<file path="config.mk">
export PLATFORM = sky130hd
export DESIGN_NAME = mtsp_sync_barrier
export DESIGN_NICKNAME = d
export VERILOG_FILES = /design/src/rtl/mtsp_sync_barrier.sv
export SDC_FILE = /design/constraint.sdc
export NUM_CORES = 1
export LEC_CHECK = 0
export BUFFER_PORTS_ARGS = -buffer_cell sky130_fd_sc_hd__buf_4
export CAP_MARGIN = 20
export CORE_MARGIN = 2
export CORE_UTILIZATION = 59
export DETAILED_ROUTE_END_ITERATION = 12
export GPL_ROUTABILITY_DRIVEN = 0
export PLACE_DENSITY_LB_ADDON = 0.2
export SLEW_MARGIN = 20
export SYNTH_ARGS = -nofsm -noshare
export SYNTH_HDL_FRONTEND = slang
export SYNTH_SLANG_ARGS = --single-unit
export TNS_END_PERCENT = 100
</file>
<file path="constraint.sdc">
create_clock -name CLK -period 3.58 [get_ports CLK]
set_clock_uncertainty 0.1 [all_clocks]
set_input_delay 0.358 -clock CLK [delete_from_list [all_inputs] [get_ports CLK]]
set_output_delay 0.358 -clock CLK [all_outputs]
set_load 0.01 [all_outputs]
</file>
<file path="src/rtl/mtsp_sync_barrier.sv">
// Multi-core sync barrier responder: gathers sync requests from participating cores and
// releases all of them with a one-cycle ack once the last participant has arrived.
//
// state   | meaning
// IDLE    | no arrivals pending
// GATHER  | at least one participant arrived, waiting for the rest
// RELEASE | single cycle in which SYNC_ACK is presented to the participants
module mtsp_sync_barrier #(
  parameter int CORE_COUNT     = 4,
  parameter int TIMEOUT_CYCLES = 65535,
  parameter int GEN_W          = 8
) (
  input  logic                  CLK,
  input  logic                  RST,
  input  logic [CORE_COUNT-1:0] CORE_MASK,
  input  logic [CORE_COUNT-1:0] SYNC_EN,
  output logic [CORE_COUNT-1:0] SYNC_ACK,
  output logic [CORE_COUNT-1:0] ARRIVED,
  output logic                  BUSY,
  output logic [GEN_W-1:0]      GEN,
  output logic                  TIMEOUT,
  output logic                  ERR_DUP,
  input  logic                  CLR
);

  localparam logic [1:0] IDLE    = 2'd0;
  localparam logic [1:0] GATHER  = 2'd1;
  localparam logic [1:0] RELEASE = 2'd2;

  localparam bit              TMO_EN  = (TIMEOUT_CYCLES > 0);
  localparam int              TMR_W   = TMO_EN ? $clog2(TIMEOUT_CYCLES + 1) : 1;
  localparam logic [TMR_W-1:0] TMR_MAX = TMR_W'(TIMEOUT_CYCLES);

  logic [1:0]            state;
  logic [1:0]            state_nxt;
  logic [TMR_W-1:0]      timer;
  logic [CORE_COUNT-1:0] req_part;
  logic [CORE_COUNT-1:0] req_bypass;
  logic [CORE_COUNT-1:0] arrived_nxt;
  logic                  complete;
  logic                  dup_evt;
  logic                  tmo_evt;

  assign req_part    = SYNC_EN & CORE_MASK;
  assign req_bypass  = SYNC_EN & ~CORE_MASK;
  // Dropping a core from the mask also drops its arrival, so completion tracks the live mask.
  assign arrived_nxt = (ARRIVED | req_part) & CORE_MASK;
  assign complete    = (|CORE_MASK) && (arrived_nxt == CORE_MASK);
  assign dup_evt     = |(req_part & ARRIVED);
  assign tmo_evt     = TMO_EN && (state == GATHER) && (timer == TMR_MAX - 1'b1);
  assign BUSY        = (state == GATHER);

  // Next state depends only on the arrival set, so a RELEASE cycle can chain straight into another.
  always_comb begin
    state_nxt = IDLE;
    if (complete) begin
      state_nxt = RELEASE;
    end else if (|arrived_nxt) begin
      state_nxt = GATHER;
    end
  end

  always_ff @(posedge CLK) begin
    if (RST) begin
      state    <= IDLE;
      timer    <= '0;
      SYNC_ACK <= '0;
      ARRIVED  <= '0;
      GEN      <= '0;
      TIMEOUT  <= 1'b0;
      ERR_DUP  <= 1'b0;
    end else begin
      state    <= state_nxt;
      SYNC_ACK <= req_bypass | (complete ? CORE_MASK : '0);
      ARRIVED  <= complete ? '0 : arrived_nxt;
      if (complete) begin
        GEN <= GEN + 1'b1;
      end
      if (state_nxt != GATHER) begin
        timer <= '0;
      end else if (TMO_EN && (state == GATHER) && (timer != TMR_MAX)) begin
        timer <= timer + 1'b1;
      end
      // A new error event outranks a simultaneous clear.
      TIMEOUT <= (TIMEOUT & ~CLR) | tmo_evt;
      ERR_DUP <= (ERR_DUP & ~CLR) | dup_evt;
    end
  end

endmodule

</file>
# Yosys cells after proc, flatten, opt, wreduce, memory -nomap -nowiden
# Cells that the tools add are included.
[op_classes]
mux = 3
reduce_logical = 8
bitwise = 12
n_eq_ne = 5
addsub = 2
[ops]
columns = ["op", "n"]
rows = [
  ["adder 16 x 1 -> 16 bit (second input constant)", 1],
  ["bitwise AND 4 bit", 4],
  ["equality test 16 bit (second input constant)", 1],
  ["!= test 16 bit (second input constant)", 1],
  ["OR reduction 4 bit", 3],
  ["adder 8 x 1 -> 8 bit (second input constant)", 1],
  ["OR 4 bit", 2],
  ["equality test 4 bit", 1],
  ["2-to-1 mux 4 bit", 1],
  ["inverter 4 bit", 1],
  ["OR reduction 2 bit", 2],
  ["logical AND 1 bit", 3],
  ["bitwise AND 1 bit", 2],
  ["equality test 2 x 1 -> 1 bit (second input constant)", 1],
  ["2-to-1 mux 2 bit", 1],
  ["!= test 2 x 1 -> 1 bit (second input constant)", 1],
  ["OR 1 bit", 2],
  ["2-to-1 mux 1 bit", 1],
  ["inverter 1 bit", 1],
]
[totals]
reg_bits = 36
word_cells = 37
in_bits = 11

# Longest topological paths before layout
[logic_depth]
depth_word = 8
mapped_depth = 7

# Worst setup path after synthesis
# Ideal clock, no wire load.
[synth_timing]
kind = "in2reg"
from = "input CORE_MASK[3]"
to = "register GEN[5]"
n_path_buf = 1
path_slack_ns = 1.729
stages = 5
t_arrival_ns = 1.630
setup_ns = 0.121
path_cell_list = "nor3b_1 -> a2111o_1 -> buf_2 -> nor3_1 -> mux2_2"
[synth_between]
elab_chain_len = 5
[synth_rtl]
columns = ["element", "line_no", "text"]
rows = [
  ["start, declared", "15", "input logic [CORE_COUNT-1:0] CORE_MASK,"],
  ["bitwise AND 4 bit", "44", "assign req_part = SYNC_EN & CORE_MASK;"],
  ["OR 4 bit", "47", "assign arrived_nxt = (ARRIVED | req_part) & CORE_MASK;"],
  ["bitwise AND 4 bit", "47", ""],
  ["equality test 4 bit", "48", "assign complete = (|CORE_MASK) && (arrived_nxt == CORE_MASK);"],
  ["logical AND 1 bit (*)", "48", ""],
  ["end signal, assigned", "77", "GEN <= GEN + 1'b1;"],
  ["end, declared", "20", "output logic [GEN_W-1:0] GEN,"],
]
# Mark *: on every way between the ends. The rest lies on a longest branch, timed or not.
# A chain may end at the register's enable or synchronous reset.

# Worst setup path after layout
[layout_timing]
from = "register timer[0]"
to = "register timer[15]"
[layout_between]
elab_chain_len = 2
[layout_rtl]
columns = ["element", "line_no", "text"]
rows = [
  ["start, declared", "36", "logic [TMR_W-1:0] timer;"],
  ["start signal, assigned", "82", "timer <= timer + 1'b1;"],
  ["parallel branches: the longest is 2 deep, another holds adder 16 x 1 -> 16 bit", "--", ""],
]
# Parallel ways; which one is timed is not known.

==> results_dict.tcl <==
set metrics [dict create \
    end_kind "register" \
    layout_common_cells "dfxtp_1, buf_4, a21oi_1" \
    vias_per_cell 6.48 \
    fp.dieH_um 57.5 \
    nFillCells 212 \
    cts_inserted_buffers 5 \
    rsz0062_at_grt "no" \
    grt_pass1_vias 1563 \
    yosysSeqAreaShare 0.427 \
    yosysTopAreaCellShare 0.427 \
    ys_warn_count 0 \
    placed_area_um2 1920 \
    synth_area_leader_cell "dfxtp_1" \
    setup_violations 0 \
    regArea_um2 721 \
    clock_latency_ps 340 \
    synth_edf_count 0 \
    criticalPathCategory "register to register" \
    ant_nets 0 \
    stdcell_area_um2 1980 \
    fmax_mhz 471 \
    ys_seq_elements 36 \
    cp-start-kind "register" \
    tightest_slew_ps 1150 \
    grt_pass1_wl_mm 6.69 \
    drive_gt1_frac 0.182 \
    postRouteWirelength_mm 3.96 \
    finalSetupTns_ps 0 \
    grt_use_total 0.257 \
    multi_input_area_um2 918 \
    synth-main-ff-cell "dfxtp_1" \
    synthCells 194 \
    final_common_cell "dfxtp_1" \
    place_hpwl_mm 2.75 \
    drt_iter0_markers 83 \
    hold_path_class "primary input to register" \
    postCtsSetupBuffers 0 \
    rows 19 \
    crit_path_max_fanout 21 \
    fin_crit_ps 2120 \
    cap_violations 0 \
    h-tree-depth 2 \
    vias 1660 \
    avgSynthCellArea_um2 8.71 \
    slew_headroom 0.224 \
    antenna_found_initial 0 \
    cts_resized 0 \
    netlist_area_um2 1690 \
    portBuffers 29 \
    synthTopCellsByArea "dfxtp_1, a21oi_1, o21ai_0" \
    finalMaxSlewViolations 0 \
    worst_ep_arrival_time_ps 2290 \
    grt_start_max_net_pins 25 \
    io_pins 30 \
    finalHoldViolCount 0 \
    ir_drop_mv 0.379 \
    floorplan.initialDensity 0.618 \
    ys_types 36 \
    drc 0 \
    fp.coreArea_um2 2730 \
    cts_tree "built" \
    overflow 0 \
    postCtsHoldBufs 0 \
    clk_pin_slew_ps 110 \
    powerDensity_nw_per_um2 371 \
    nNetsFinal 238 \
    antenna_cells_inserted 0 \
    die_x_um 57.5 \
    die_area_um2 3310 \
    ys_async_sr_fraction 0 \
    dr.pass1.iters 4 \
    period_share 0.593 \
    cts-root-buf "clkbuf_4" \
    clockBufferDepth 2 \
    cp.required_ps 3740 \
    wire_per_inst_um 15.4 \
    cts_sinks 36 \
    cellLeakagePower_uw 0.000720 \
    syn_to_final_growth_pct 17.0 \
    status "complete, no violations" \
    syn_nets 208 \
]
## flip-flops by register name, indices dropped and copies added, names as in the netlist
name,count
state,2
SYNC_ACK,4
GEN,8
timer,16
ERR_DUP,1
TIMEOUT,1
ARRIVED,4
## Yosys cell counts (4+ instances only)
| master | instances |
|---|---|
| a21oi_1 | 21 |
| buf_2 | 4 |
| dfxtp_1 | 36 |
| inv_1 | 6 |
| mux2i_1 | 4 |
| nand2_1 | 8 |
| nand3_1 | 9 |
| nand4_1 | 8 |
| nor2_1 | 12 |
| nor3_1 | 9 |
| o21ai_0 | 14 |
| o31ai_1 | 8 |
| or3_1 | 9 |
| or4_1 | 9 |
## report_power, final
| part | internal, uW | switching, uW | total, uW |
|---|---|---|---|
| logic | 34.3 | 49.3 | 83.6 |
| registers | 411 | 7.98 | 419 |
| clock network | 97.0 | 134 | 231 |
## critical path: stages (launching register included)
cell      delay [ps]
dfxtp_1          380
ha_1             250
and3_1           180
and4bb_1         400
or4_1            570
a21oi_1          170
## cell type report
cell class | count | area share
multi-input cells | 146 | 0.465
flip-flops and latches | 36 | 0.365
repair buffers | 29 | 0.110
clock buffers | 8 | 0.0297
well taps | 31 | 0.0196
inverters | 6 | 0.0114
## through the flow
step	hold WS (ps)	power, uW	worst slack (ps)	utilization	instances
after global placement	342	506	1400	0.702	248
after floorplan	352	473	1730	-	194
after detailed placement	352	511	1260	0.702	248
final	172	734	1460	0.723	256
after global routing	198	758	1350	0.723	256
after CTS	180	735	1450	0.723	256
## worst paths after layout
kind / end / slack, ps / startpoint / cells past startpoint
setup / recovery: timer[15] / 1460 / timer[0] / 5
hold / removal: SYNC_ACK[3] / 170 / SYNC_EN[3] / 3
setup reg to reg: timer[15] / 1460 / timer[0] / 5
hold reg to reg: TIMEOUT / 370 / TIMEOUT / 2
## metal layers
metal  part of all wire  routed length, um  track usage  vias to the layer above
met4              0.017                 68        0.133                        0
met1               0.42               1660        0.307                      769
li1                   -                  -            -                      807
met2               0.50               1980        0.432                       74
met3              0.062                245       0.0544                       10
met5                  0                  0            0                        -
## logic make-up after synthesis
kind of cell / Yosys count / share of synthesized area
simple gates: 82 / 0.280
compound gates: 54 / 0.198
fa+ha+maj: 3 / 0.0222
mux: 7 / 0.0437
flops: 36 / 0.427
buf+inv: 12 / 0.0296
(Power assumes the default switching activity.)
